[src/rtl/conv_14_acc_requant.sv]
// Accumulates NUM_TERMS signed products per pixel, then rounds, shifts and saturates the sum to OUT_WIDTH.
// Optional ReLU on the requantized value is enabled by defining CONV_14_ACC_RELU_EN.
module conv_14_acc_requant #(
  parameter int PROD_WIDTH = 24,
  parameter int ACC_WIDTH  = 32,
  parameter int OUT_WIDTH  = 16,
  parameter int NUM_TERMS  = 9,
  parameter int SHIFT      = 8
) (
  input  logic                  ap_clk,
  input  logic                  ap_rst_n,
  input  logic [PROD_WIDTH-1:0] prod_din,
  input  logic                  prod_valid,
  output logic                  prod_ready,
  output logic [OUT_WIDTH-1:0]  dout,
  output logic                  dout_valid,
  input  logic                  dout_ready,
  output logic                  sat_flag
);

  localparam int CNT_W = $clog2(NUM_TERMS + 1);
  localparam logic [CNT_W-1:0] CNT_LAST = CNT_W'(NUM_TERMS - 1);
  localparam logic [CNT_W-1:0] CNT_ONE  = CNT_W'(1);
  localparam logic signed [ACC_WIDTH:0] RND_ADD =
    (SHIFT > 0) ? ((ACC_WIDTH+1)'(1) << ((SHIFT > 0) ? SHIFT - 1 : 0)) : '0;
  localparam logic signed [ACC_WIDTH:0] MAX_POS =
    {{(ACC_WIDTH+2-OUT_WIDTH){1'b0}}, {(OUT_WIDTH-1){1'b1}}};
  localparam logic signed [ACC_WIDTH:0] MIN_NEG =
    {{(ACC_WIDTH+2-OUT_WIDTH){1'b1}}, {(OUT_WIDTH-1){1'b0}}};

  logic [ACC_WIDTH-1:0] acc_q, acc_d;
  logic [CNT_W-1:0]     cnt_q, cnt_d;
  logic [OUT_WIDTH-1:0] dout_q, dout_d;
  logic                 dout_valid_q, dout_valid_d;
  logic                 sat_q, sat_d;

  logic                        last_term_s, accept_s, final_s;
  logic signed [ACC_WIDTH-1:0] prod_ext_s, sum_s;
  logic signed [ACC_WIDTH:0]   sum_ext_s, rnd_s, r_s;
  logic [OUT_WIDTH-1:0]        q_dout_s;
  logic                        q_sat_s;

  // The final term may only be taken when the output slot is free or draining this cycle.
  assign last_term_s = (cnt_q == CNT_LAST);
  assign prod_ready  = !(last_term_s && dout_valid_q && !dout_ready);
  assign accept_s    = prod_valid && prod_ready;
  assign final_s     = accept_s && last_term_s;

  // Requantize the running sum including the product being offered this cycle.
  always_comb begin
    prod_ext_s = ACC_WIDTH'($signed(prod_din));
    sum_s      = acc_q + prod_ext_s;
    sum_ext_s  = {sum_s[ACC_WIDTH-1], sum_s};
    rnd_s      = sum_ext_s + RND_ADD;
    r_s        = rnd_s >>> SHIFT;
    q_dout_s   = '0;
    q_sat_s    = 1'b0;
`ifdef CONV_14_ACC_RELU_EN
    if (r_s[ACC_WIDTH]) begin
      q_dout_s = '0;
      q_sat_s  = 1'b0;
    end else if (r_s > MAX_POS) begin
      q_dout_s = MAX_POS[OUT_WIDTH-1:0];
      q_sat_s  = 1'b1;
    end else begin
      q_dout_s = r_s[OUT_WIDTH-1:0];
      q_sat_s  = 1'b0;
    end
`else
    if (r_s > MAX_POS) begin
      q_dout_s = MAX_POS[OUT_WIDTH-1:0];
      q_sat_s  = 1'b1;
    end else if (r_s < MIN_NEG) begin
      q_dout_s = MIN_NEG[OUT_WIDTH-1:0];
      q_sat_s  = 1'b1;
    end else begin
      q_dout_s = r_s[OUT_WIDTH-1:0];
      q_sat_s  = 1'b0;
    end
`endif
  end

  // Next-state for accumulator, term counter and the single-entry output slot.
  always_comb begin
    acc_d        = acc_q;
    cnt_d        = cnt_q;
    dout_d       = dout_q;
    sat_d        = sat_q;
    dout_valid_d = dout_valid_q;
    if (final_s) begin
      acc_d        = '0;
      cnt_d        = '0;
      dout_d       = q_dout_s;
      sat_d        = q_sat_s;
      dout_valid_d = 1'b1;
    end else if (accept_s) begin
      acc_d        = sum_s;
      cnt_d        = cnt_q + CNT_ONE;
      dout_valid_d = dout_valid_q && !dout_ready;
    end else begin
      dout_valid_d = dout_valid_q && !dout_ready;
    end
  end

  // State registers.
  always_ff @(posedge ap_clk or negedge ap_rst_n) begin
    if (!ap_rst_n) begin
      acc_q        <= '0;
      cnt_q        <= '0;
      dout_q       <= '0;
      sat_q        <= 1'b0;
      dout_valid_q <= 1'b0;
    end else begin
      acc_q        <= acc_d;
      cnt_q        <= cnt_d;
      dout_q       <= dout_d;
      sat_q        <= sat_d;
      dout_valid_q <= dout_valid_d;
    end
  end

  assign dout       = dout_q;
  assign dout_valid = dout_valid_q;
  assign sat_flag   = sat_q;

endmodule

[config.mk]
export PLATFORM = sky130hd
export DESIGN_NAME = conv_14_acc_requant
export DESIGN_NICKNAME = d
export VERILOG_FILES = /design/src/rtl/conv_14_acc_requant.sv
export SDC_FILE = /design/constraint.sdc
export NUM_CORES = 1
export LEC_CHECK = 0
export BUFFER_PORTS_ARGS = -buffer_cell sky130_fd_sc_hd__buf_2
export CORE_MARGIN = 1
export CORE_UTILIZATION = 45
export DETAILED_ROUTE_END_ITERATION = 10
export GPL_ROUTABILITY_DRIVEN = 0
export SYNTH_ARGS = -nofsm -noshare
export SYNTH_HDL_FRONTEND = slang
export SYNTH_SLANG_ARGS = --single-unit
[constraint.sdc]
create_clock -name ap_clk -period 9.35 [get_ports ap_clk]
set_input_delay 0.4675 -clock ap_clk [delete_from_list [all_inputs] [get_ports ap_clk]]
set_output_delay 0.4675 -clock ap_clk [all_outputs]
set_load 0.05 [all_outputs]
-- After elaboration in Yosys (flattened, before gate mapping)
Index checks and enable logic that the tools add are counted.
- logic and storage cells: 28
- output and inout bits: 19
- bits in writable memories: 0
- flip-flop bits (word level): 54
- latch bits: 0
- bits of input ports: 28
- ROM bits: 0
- memories kept: 0
- multiplexer cells: 9
- bitwise logic cells: 0
- eq/ne operators: 1
- divide/modulo/power cells: 0
- magnitude comparators: 2
- multiply operators: 0
- reductions and logical operators: 8
- shifts and indexed selects: 0
- $add $sub $neg: 3
- operator list (kind ; count):
    $mux W32 ; 2
    $add A32 B9 Y33 const B ; 1
    $add A32 B32 Y32 ; 1
    $mux W16 ; 2
    $gt A25 B16 Y1 const B ; 1
    $lt A25 B16 Y1 const B ; 1
    $mux W4 ; 2
    $logic_and A1 B1 Y1 ; 5
    $add A4 B1 Y4 const B ; 1
    $eq A4 B4 Y1 const B ; 1
    $mux W1 ; 3
    $logic_not A1 Y1 ; 2
    $reduce_bool A2 Y1 ; 1

-- Depth between registers and ports, before layout
- depth after elaboration: 7
- mapped depth: 18
- mapped depth without buffers: 15

-- Worst setup path before layout
OpenSTA, ideal clock, no wires.
- path kind: input -> register
- from: in prod_din[0]
- to: reg dout_q[10], in the netlist dout[10]
- setup slack: 5012 ps
- data arrival time: 4216 ps
- required time: 9229 ps
- path buffers: 1
- stages on the path: 15
- library setup time: 121 ps
- cell sequence: ha_1 fa_1 a211oi_4 o211ai_2 a22oi_2 o21ai_2 a221oi_1 xnor2_1 nand4_1 or4_1 a211o_1 a221oi_2 o21ai_2 buf_6 o22a_1
- longest elaborated chain between the ends: 5
- elaborated cells between the ends (all ways): 6
- those cells by class: add/sub: 2; order compare: 2; mux: 2
- RTL lines (element ; line ; text):
    from (decl) ; 12 ; input logic [PROD_WIDTH-1:0] prod_din,
    $add A32 B32 Y32 * ; 52 ; sum_s = acc_q + prod_ext_s;
    $add A32 B9 Y33 * ; 54 ; rnd_s = sum_ext_s + RND_ADD;
    $lt A25 B16 Y1 ; 73 ; end else if (r_s < MIN_NEG) begin
    $mux W16 ; 73 ;
    $mux W16 * ; 70 ; if (r_s > MAX_POS) begin
    to (signal assigned) ; 116 ; dout_q <= dout_d;
    to (decl) ; 33 ; logic [OUT_WIDTH-1:0] dout_q, dout_d;
Mark *: on every way between the ends. The rest lies on a longest branch, timed or not.
A chain may end at the register's enable or synchronous reset.

-- Worst setup path in the final report
- from: reg acc_q[0]
- to: reg dout_q[5], in the netlist dout[5]
- longest elaborated chain between the ends: 5
- elaborated cells between the ends (all ways): 6
- those cells by class: add/sub: 2; order compare: 2; mux: 2
- RTL lines (element ; line ; text):
    from (decl) ; 31 ; logic [ACC_WIDTH-1:0] acc_q, acc_d;
    from (signal assigned) ; 108 ; acc_q <= '0;
    from (signal assigned) ; 114 ; acc_q <= acc_d;
    $add A32 B32 Y32 * ; 52 ;
    $add A32 B9 Y33 * ; 54 ;
    $lt A25 B16 Y1 ; 73 ;
    $mux W16 ; 73 ;
    $mux W16 * ; 70 ;
Marked as above.

==> flow_metrics.tcl <==
set metrics [dict create \
    outcome "finished, final reports clean" \
    gr-usage-met2 0.432 \
    synth.area.top_cells "dfrtp_1 (28%), ha_1 (8.8%), nand2_1 (5.1%), a21oi_1 (4.5%), o21ai_0 (4.0%)" \
    setup_violations 0 \
    busiest_layer "met2" \
    clock_skew_ps 15.0 \
    synth_top_flop_cell "dfrtp_1" \
    antennaDiodeCount 0 \
    syn_inst 576 \
    period_minus_slack_ps 4700 \
    boundaryPins 47 \
    reg2reg_to "dout[5]" \
    overflow 0 \
    seqPwrFrac 0.186 \
    fin_area_sq_mm 0.00518 \
    cts_buffer_depth 2 \
    drc 0 \
    cts-resized-gates 0 \
    synth_edf_count 0 \
    worst_pin_slew_ps 791 \
    r2r-start "acc_q[0]" \
    p_int_uw 998 \
    grtUsageMet1 0.317 \
    path_max_fanout 16 \
    firstDrtPassIters 5 \
    drtIter0Drc 204 \
    clock.fmax_ghz 0.213 \
    fillers 1051 \
    max-cap-violations 0 \
    finalNetCount 664 \
    crit_path_cell_trace "ha_1 > fa_1 > a211oi_4 > o211ai_2 > a22oi_2 > o21ai_2 > a221oi_2 > and4_1 > nand3_1 > or4_1 > a211o_1 > a221oi_2 > o21ai_2 > o22a_1" \
    yosysTopAreaCell "dfrtp_1" \
    insertion_delay_ps 330 \
    antenna_found_initial 0 \
    slew_violations 0 \
    leakage_uw 0.00215 \
    clkPwrFrac 0.068 \
    numPortBuffers 46 \
    die_w_microns 106 \
    slowest_stage "or4_1" \
    hold_class "input pin to async pin" \
    yosys.cell_types.count 76 \
    area_growth_pct 7.47 \
    netSwitchingFraction 0.557 \
    met3_usage 0.0346 \
    reg2reg_slack_ps 4650 \
    wl_microns 13400 \
    coreArea_sq_mm 0.0104 \
    synth_warnings 0 \
    cts_buffers 5 \
    via_per_inst 6.10 \
    required_ps 9570 \
    max_stage_delay_ps 520 \
    layout-drive-gt1-share 0.145 \
    dieHeight_microns 106 \
    grt_pass1_wl_microns 21900 \
    cts-root-buf "clkbuf_8" \
    endpoint_kind "flip-flop" \
    num_rows 37 \
    clk_pin_slew_ps 130 \
    slew_headroom 0.473 \
    fin_crit_sh 0.502 \
    final_util 0.500 \
    ir_drop_mv 0.153 \
    h-tree-depth 2 \
    die-area_sq_mm 0.0111 \
    wl_per_cell_microns 18.1 \
    worst_r2r_path_depth 14 \
    grt_pass1_vias 4356 \
    synth.ff_latch_count 54 \
    start_util 0.465 \
    grt_max_degree 55 \
    cp-start-kind "flip-flop" \
    postCtsSetupBuffers 0 \
    synth_seq_area_share 0.280 \
    syn-num-nets 639 \
    vias 4499 \
    p_sw_uw 1260 \
    worstPathArrival_ps 4920 \
    rsz0062_at_grt "no" \
    synth_area_per_cell_sq_um 8.38 \
    ant_nets 0 \
    grtUsageTotal 0.247 \
    crit_type "flip-flop to flip-flop" \
    dpl-instance-area_sq_mm 0.00509 \
    finalSetupTns_ps 0 \
    cts_tree "yes" \
    hold_buffers 0 \
    ys_async_sr_fraction 1.00 \
    dp_hpwl_microns 10100 \
    hold_viol 0 \
    synth_area_sq_mm 0.00482 \
    cts_sinks 54 \
    powerDensity_mw_per_mm2 435 \
    p_comb_frac 0.746 \
    synth_top_area_frac 0.280 \
]
[metal layers]
layer	routed length (microns)	vias to the layer above
met5	0	-
met3	489	22
met4	287	0
li1	-	2208
met2	6580	106
met1	6000	2163
[state kept, by name (all words and copies together), names as in the netlist]
name	flops
dout	16
acc_q	32
cnt_q	4
dout_valid	1
sat_flag	1
[worst max path at each step]
stage | from | end | slack (ps) | cells after the start
after global routing | acc_q[0] | dout[14] | 4310 | 14
after detailed placement | prod_din[0] | dout[5] | 4460 | 15
after global placement | prod_din[0] | dout[1] | 4560 | 15
after floorplan | prod_din[0] | dout[10] | 5010 | 15
after CTS | acc_q[0] | dout[14] | 4650 | 14
final | acc_q[0] | dout[5] | 4650 | 14
[placed cells by master, fill, tap and decap left out, drive strengths merged, types with 3 or more instances in the layout]
cell,synthesis,routed
nand2,65,65
dfrtp,54,54
o21ai,51,51
buf,16,48
a21oi,46,46
nor2,43,43
ha,34,34
nand4,21,21
a22o,20,20
xnor2,19,19
nor3,17,17
o22a,16,16
inv,14,16
xor2,15,15
nand3,15,15
and2,10,10
o211ai,9,9
or3,7,7
nor2b,6,6
a211oi,6,6
a21o,5,5
and4,5,5
and3,5,5
clkbuf,14,5
o21a,4,4
o2111ai,4,4
a31oi,4,4
a221oi,4,4
a21boi,4,4
mux2i,3,3
a2111oi,3,3
a311oi,3,3
or2,3,3
[critical path, delay by kind of cell (launching register included)]
kind,cells,cell delay [ps]
AOI/OAI and AO/OA,9,2410
and+or+nand+nor,3,1090
DFF,1,400
adders and majority gates,2,680
[power by group through the flow]
stage               Sequential [uW]  Combinational (uW)  Clock [uW]
floorplan                       542                1180           0
global placement                423                1640           0
detailed placement              427                1660           0
CTS                             422                1670         159
global route                    437                1840         168
finish                          420                1680         154
[cells in the mapped netlist (3+ instances only)]
| cell type | n |
|---|---|
| and4_1 | 5 |
| o21ai_1 | 8 |
| a21oi_1 | 43 |
| a31oi_1 | 4 |
| o21ai_0 | 39 |
| nand3_1 | 15 |
| nand4_1 | 20 |
| o211ai_1 | 7 |
| buf_2 | 10 |
| nor2b_1 | 6 |
| o21ai_2 | 4 |
| ha_1 | 34 |
| a221oi_2 | 3 |
| o22a_1 | 16 |
| clkbuf_1 | 13 |
| dfrtp_1 | 54 |
| nor2_1 | 42 |
| xor2_1 | 15 |
| xnor2_1 | 17 |
| nand2_1 | 65 |
| and2_1 | 10 |
| o21a_1 | 4 |
| o2111ai_1 | 4 |
| a21o_1 | 5 |
| buf_4 | 3 |
| a22o_1 | 20 |
| mux2i_1 | 3 |
| nor3_1 | 15 |
| a211oi_1 | 5 |
| inv_1 | 13 |
| and3_1 | 5 |
| or3_1 | 7 |
[cell type report]
cell class | count | area [sq um] | share of cell area
clock buffer | 5 | 68.8 | 0.0133
timing repair buffer | 48 | 245 | 0.0473
multi-input combinational | 478 | 3270 | 0.630
clock inverter | 3 | 28.8 | 0.00555
inverter | 14 | 52.6 | 0.0101
tap | 136 | 170 | 0.0328
sequential | 54 | 1350 | 0.261
[metrics by stage]
| stage | hold slack [ps] | setup slack [ps] | total power, uW | cells |
|---|---|---|---|---|
| 5_1_grt | 318 | 4310 | 2440 | 738 |
| 2_1_floorplan | 172 | 5010 | 1720 | 576 |
| 3_5_place_dp | 483 | 4460 | 2090 | 730 |
| 4_1_cts | 292 | 4650 | 2250 | 738 |
| 3_3_place_gp | 470 | 4560 | 2060 | 730 |
| 6_report | 254 | 4650 | 2250 | 738 |
[cell families after synthesis]
group,count (synthesis),synth area share
xor gates and xnor gates,34,0.0648
muxes,5,0.0109
DFF,54,0.280
buffers and inverters,44,0.0425
and+or+nand+nor,206,0.214
adders and majority gates,35,0.0923
AOI/OAI and AO/OA,198,0.295
No activity file was read; power rests on OpenSTA's default activity.
